==> src/rtl/a26_cart_loader.sv <==
// -----------------------------------------------------------------------------
// a26_cart_loader
// Cartridge download engine sitting between the hps_io ioctl interface and the
// cart ROM storage.
//
// Each accepted ioctl byte is written to storage through a simple we/ack
// handshake. hps_io is held off with ioctl_wait while the write is in flight.
// Downloads whose index does not match INDEX are ignored. Bytes addressed
// beyond the storage are dropped and flagged. A 16-bit running checksum is
// kept. At the end of the download the image can be padded with PAD_BYTE up
// to a power-of-two size, so the bank decoders always see a clean image.
// core_hold keeps the 2600 core in reset for the whole load.
//
// Ports
//   clk, reset          system clock, synchronous active-high reset
//   ioctl_download      download window from hps_io
//   ioctl_index         download target index
//   ioctl_wr            single-cycle byte strobe
//   ioctl_addr          byte address (25 bits)
//   ioctl_dout          byte data
//   ioctl_wait          back-pressure to hps_io
//   mem_addr/mem_data   storage write address / data
//   mem_we              write request, held until mem_ack
//   mem_ack             write accepted (may come in the same cycle as mem_we)
//   cart_size           raw loaded size (highest address written + 1)
//   size_log2           log2 of the padded image size
//   checksum            mod-2^16 sum of accepted download bytes
//   load_done           image complete and valid
//   load_error          overflow or empty download
//   core_hold           hold the console in reset while loading
// -----------------------------------------------------------------------------
module a26_cart_loader #(
  parameter int          ADDR_W   = 16,
  parameter logic [7:0]  INDEX    = 8'd1,
  parameter bit          PAD_EN   = 1'b1,
  parameter logic [7:0]  PAD_BYTE = 8'hFF,
  parameter int          MIN_LOG2 = 11
) (
  input  logic              clk,
  input  logic              reset,
  input  logic              ioctl_download,
  input  logic [7:0]        ioctl_index,
  input  logic              ioctl_wr,
  input  logic [24:0]       ioctl_addr,
  input  logic [7:0]        ioctl_dout,
  output logic              ioctl_wait,
  output logic [ADDR_W-1:0] mem_addr,
  output logic [7:0]        mem_data,
  output logic              mem_we,
  input  logic              mem_ack,
  output logic [ADDR_W:0]   cart_size,
  output logic [4:0]        size_log2,
  output logic [15:0]       checksum,
  output logic              load_done,
  output logic              load_error,
  output logic              core_hold
);

  typedef enum logic [2:0] {IDLE, LOAD, WRITE, PAD, DONE} state_t;

  state_t            state, state_next;
  logic              dl_prev;
  logic              fall_pend;    // download ended while a write was in flight
  logic [ADDR_W-1:0] pad_last;     // last address written by the pad phase

  logic              dl_rise, dl_fall, start, in_range, accept, finish, err_now;
  logic [4:0]        lg_next;
  logic [ADDR_W:0]   pad_size, pad_last_w, addr_plus1;
  logic              needs_pad;

  // Smallest power of two covering size, clamped to [MIN_LOG2, ADDR_W].
  function automatic logic [4:0] pad_log2(input logic [ADDR_W:0] size);
    logic [4:0] r;
    r = 5'(MIN_LOG2);
    for (int i = MIN_LOG2; i < ADDR_W; i++)
      if (size > ((ADDR_W+1)'(1) << i)) r = 5'(i + 1);
    return r;
  endfunction

  assign dl_rise    = ioctl_download & ~dl_prev;
  assign dl_fall    = ~ioctl_download & dl_prev;
  assign start      = dl_rise && (ioctl_index == INDEX) && (state == IDLE || state == DONE);
  assign in_range   = (ioctl_addr >> ADDR_W) == 25'd0;
  assign accept     = (state == LOAD) && ioctl_wr && in_range;
  // A pending fall from the WRITE state is only acted on once back in LOAD.
  assign finish     = (state == LOAD) && !accept && (dl_fall || fall_pend);
  assign err_now    = load_error || (ioctl_wr && !in_range);
  assign lg_next    = pad_log2(cart_size);
  assign pad_size   = (ADDR_W+1)'(1) << lg_next;
  assign pad_last_w = pad_size - (ADDR_W+1)'(1);
  assign needs_pad  = PAD_EN && (cart_size < pad_size);
  assign addr_plus1 = {1'b0, mem_addr} + (ADDR_W+1)'(1);

  // NOTE: sequential state uses non-blocking assignments so every register
  // samples the pre-edge values, independent of statement order.
  always_ff @(posedge clk) begin
    if (reset) state <= IDLE;
    else       state <= state_next;
  end

  // NOTE: every output of this block gets a default first, so no path can
  // leave a signal unassigned and infer a latch.
  always_comb begin
    state_next = state;
    mem_we     = 1'b0;
    ioctl_wait = 1'b0;
    core_hold  = 1'b0;
    case (state)
      IDLE, DONE: if (start) state_next = LOAD;
      LOAD: begin
        core_hold = 1'b1;
        if (accept)
          state_next = WRITE;
        else if (finish)
          state_next = (cart_size != '0 && needs_pad) ? PAD : DONE;
      end
      WRITE: begin
        core_hold  = 1'b1;
        mem_we     = 1'b1;
        ioctl_wait = 1'b1;
        if (mem_ack) state_next = LOAD;
      end
      PAD: begin
        core_hold = 1'b1;
        mem_we    = 1'b1;
        if (mem_ack && mem_addr == pad_last) state_next = DONE;
      end
      default: state_next = IDLE;
    endcase
  end

  always_ff @(posedge clk) begin
    if (reset) begin
      dl_prev    <= 1'b0;
      fall_pend  <= 1'b0;
      pad_last   <= '0;
      mem_addr   <= '0;
      mem_data   <= '0;
      cart_size  <= '0;
      size_log2  <= '0;
      checksum   <= '0;
      load_done  <= 1'b0;
      load_error <= 1'b0;
    end else begin
      dl_prev <= ioctl_download;
      case (state)
        IDLE, DONE: begin
          if (start) begin
            cart_size  <= '0;
            checksum   <= '0;
            load_done  <= 1'b0;
            load_error <= 1'b0;
            fall_pend  <= 1'b0;
          end
        end
        LOAD: begin
          if (ioctl_wr && !in_range) load_error <= 1'b1;
          if (accept) begin
            mem_addr <= ioctl_addr[ADDR_W-1:0];
            mem_data <= ioctl_dout;
            if (dl_fall) fall_pend <= 1'b1;
          end else if (finish) begin
            fall_pend <= 1'b0;
            if (cart_size == '0) begin
              load_error <= 1'b1;
            end else begin
              size_log2 <= lg_next;
              pad_last  <= pad_last_w[ADDR_W-1:0];
              if (needs_pad) begin
                mem_addr <= cart_size[ADDR_W-1:0];
                mem_data <= PAD_BYTE;
              end else begin
                load_done <= !err_now;
              end
            end
          end
        end
        WRITE: begin
          if (dl_fall) fall_pend <= 1'b1;
          if (mem_ack) begin
            if (addr_plus1 > cart_size) cart_size <= addr_plus1;
            checksum <= checksum + {8'h00, mem_data};
          end
        end
        PAD: begin
          if (mem_ack) begin
            if (mem_addr == pad_last) load_done <= !load_error;
            else                      mem_addr  <= mem_addr + 1'b1;
          end
        end
        default: ;
      endcase
    end
  end

endmodule

==> config.mk <==
export PLATFORM = sky130hd
export DESIGN_NAME = a26_cart_loader
export DESIGN_NICKNAME = d
export VERILOG_FILES = /design/src/rtl/a26_cart_loader.sv
export SDC_FILE = /design/constraint.sdc
export NUM_CORES = 1
export LEC_CHECK = 0
export ABC_AREA = 1
export BUFFER_PORTS_ARGS = -buffer_cell sky130_fd_sc_hd__buf_2
export CAP_MARGIN = 20
export CORE_MARGIN = 1.5
export CORE_UTILIZATION = 40
export DETAILED_ROUTE_END_ITERATION = 8
export GPL_TIMING_DRIVEN = 0
export PLACE_DENSITY = 0.61
export SYNTH_ARGS = -nofsm -noshare
export SYNTH_HDL_FRONTEND = slang
export SYNTH_SLANG_ARGS = --single-unit
==> constraint.sdc <==
create_clock -name clk -period 4.3 [get_ports clk]
set_input_delay 0.43 -clock clk [delete_from_list [all_inputs] [get_ports clk]]
set_output_delay 0.43 -clock clk [all_outputs]
set_load 0.005 [all_outputs]
==> summary.txt <==
Outcome
  • Status: complete, no violations

Yosys
  • Synth top area share: 28.5%
  • Post-synth top area cell: dfxtp_1
  • Top_reg_cell synth: dfxtp_1
  • Yosys cell types: 46
  • Yosys warns: 0
  • Asr flop ratio synth: 0%
  • Dominant cells by area after synthesis: dfxtp_1 (28%), nand2_1 (18%), nor2_1 (8.3%)
  • Yosys reg bits: 84
  • Sequential cell area fraction in the yosys report: 28.5%
  • Post-Synthesis Cells: 962
  • Post-Syn Area: 5900 um2
  • Avg Cell Area, Syn: 6.14 um2
  • Post-synth EDFFs: 0

Timing
  • Final min period: 3.71 ns
  • Slew @ Worst Pin: 0.801 ns
  • Final-report hold violation count: 0
  • Max frequency: 270 MHz
  • Worst setup margin: 0.595 ns
  • Setup tns final: 0 ns
  • Skew final: 0.00892 ns
  • Final worst-path cycle share: 86.2%
  • Hold WS: 0.315 ns
  • Slew Viols, Final: 0
  • Final setup fails: 0
  • Slew HR: 46.3%
  • RSZ-0062 raised after global routing: no

Clock network
  • CTS HTree Levels: 3
  • PostCTS Resize Cnt: 0
  • Post-CTS Setup Inserts: 0
  • Clock-pin slew on the worst setup and hold paths: 0.06 ns
  • Largest buffer count on any clock path: 2
  • Clock root buffer: clkbuf_16
  • Total CTS buffers: 9
  • CTS tree: done
  • Worst-Skew Late Latency: 0.35 ns
  • Cts hold-fix bufs: 0
  • Clk sinks: 84

Placed design
  • Port bufs: 111
  • Post-Place Worst Slack: 0.646 ns
  • Gpl congestion: 0.899
  • Placed cell areas: 6700 um2
  • Post-DP HPWL: 14400 um
  • Inst Count DP: 1260

Die
  • Io pins: 113
  • Cell Rows: 44
  • Die Y: 124 um
  • DIE AREA: 15500 um2
  • Core area: 14500 um2
  • Starting Density: 40.8%
  • Chip width: 124 um

Worst setup path
  • Crit end category: register
  • Worst r2r dst: cart_size[15]
  • Critical path class: register to register
  • CP required: 4.59 ns
  • Critical Path AT: 3.99 ns
  • Reg2reg start: mem_addr[0]
  • Flop-to-flop setup slack: 0.59 ns
  • Reg2reg path depth: 20
  • Crit-path max FO: 10
  • Startpoint Class: register

Final layout
  • Final #Nets: 1170
  • Area grow syn2layout: 18.5%
  • Proportion of layout cells with a drive suffix above 1: 16.0%
  • Design area: 7000 um2
  • Fill cells: 1602
  • Commonest non-fill, non-tap cell in the layout: nand2_1
  • Finished Layout Cells: 1276
  • Diode count: 0
  • Most frequent cells in the layout: nand2_1 (282), nor2_1 (130), buf_2 (124), inv_1 (112), a21oi_1 (93)

Power and ir drop
  • Leak: 3.62 nW
  • Pwr Density: 407 nW/um2
  • Worst IR Drop VDD: 0.193 mV

Routing
  • Count of unresolved DRC violations after routing: 0
  • First-pass iteration count of the detailed router: 5
  • Routed Antenna Nets: 0
  • Iter 0 DRT Violations: 550
  • Via count: 6375
  • Vias per inst: 5.00
  • Routed Wire Length: 18300 um
  • Average wire per standard cell: 14.3 um

Global route
  • Total track usage: 23.7%
  • Initial antenna violation count: 0
  • Vias in the first global route: 5745
  • Grt total ovfl: 0
  • First-pass GRT wire length: 29500 um
  • Largest net degree at the start of global routing: 15

Min path
  • Hold depth: 3
  • Worst min path class: primary input to register
  • Hold Path Origin: ioctl_download
  • Hold EP: dl_prev

Flow run
  • Max Cap Viol: 0
## critical path, cell delays in order (launching register included)
cell	delay, ns
dfxtp_1	0.49
ha_1	0.24
nand2_1	0.08
nor2_1	0.20
nand3_1	0.20
inv_1	0.11
nand4_1	0.12
or2_1	0.29
nor3_1	0.22
ha_1	0.19
nand2_1	0.05
inv_1	0.05
nand3_1	0.15
nor2_1	0.18
nand4_1	0.11
nand3_1	0.10
nand2_1	0.05
nand2_1	0.21
clkbuf_1	0.38
a21oi_1	0.12
nor2_1	0.11
## cell families after synthesis
kind of cell,after synthesis,share of synthesized area [%]
mux,2,0.339
simple gates,542,39.2
buf+inv,149,10.3
other cells,1,0.0635
compound gates,138,12.4
flops,84,28.5
xor+xnor,9,1.34
fa+ha+maj,37,7.97
## through the flow
stage | utilization, % | total power [mW]
detailed placement | 46.3 | 2.07
finish | 48.3 | 2.85
CTS | 48.3 | 2.86
floorplan | - | 1.73
global placement | 46.3 | 2.06
global route | 48.3 | 3.07
## cells in the mapped netlist (all sizes together) (9+ instances only)
master / number
a21oi: 93
buf: 23
dfxtp: 84
ha: 36
inv: 118
nand2: 285
nand3: 90
nand4: 15
nor2: 133
o21ai: 32
xor2: 9
## where the power goes
group | leakage [nW] | internal (mW) | switching (mW)
combinational | 2.80 | 0.398 | 0.722
sequential | 0.679 | 0.839 | 0.103
clock | 0.137 | 0.441 | 0.345
## metal layers
layer	up-vias	part of all wire, %	GRT usage (%)	wire, um
met4	0	2.5	7.57	460
met1	2828	48	33.2	8770
met5	-	0	0	0
li1	3331	-	-	-
met2	189	43	36.5	7910
met3	27	6.1	4.98	1110
## registers in the layout, summed over array words and instances, names as in the netlist
signal / flops
load_error: 1
cart_size: 17
mem_addr: 16
fall_pend: 1
pad_last: 15
state: 3
checksum: 16
size_log2: 5
mem_data: 8
dl_prev: 1
load_done: 1
## area by class of cell
type | count | area [um2] | area share, %
Timing Repair Buffer | 111 | 556 | 7.94
Inverter | 118 | 443 | 6.33
Multi-Input combinational cell | 732 | 3630 | 51.8
Clock buffer | 12 | 267 | 3.81
Sequential cell | 84 | 1680 | 24.0
Clock inverter | 4 | 31.3 | 0.447
Buffer | 31 | 163 | 2.32
Tap cell | 184 | 230 | 3.29
## how the worst max path moves through the flow
stage	startpoint	endpoint
2_1_floorplan	mem_addr[0]	cart_size[10]
3_3_place_gp	mem_addr[0]	cart_size[6]
3_5_place_dp	mem_addr[0]	cart_size[13]
4_1_cts	mem_addr[0]	cart_size[15]
5_1_grt	mem_addr[0]	cart_size[14]
6_report	mem_addr[0]	cart_size[15]
Power figures use the tool's default switching activity.
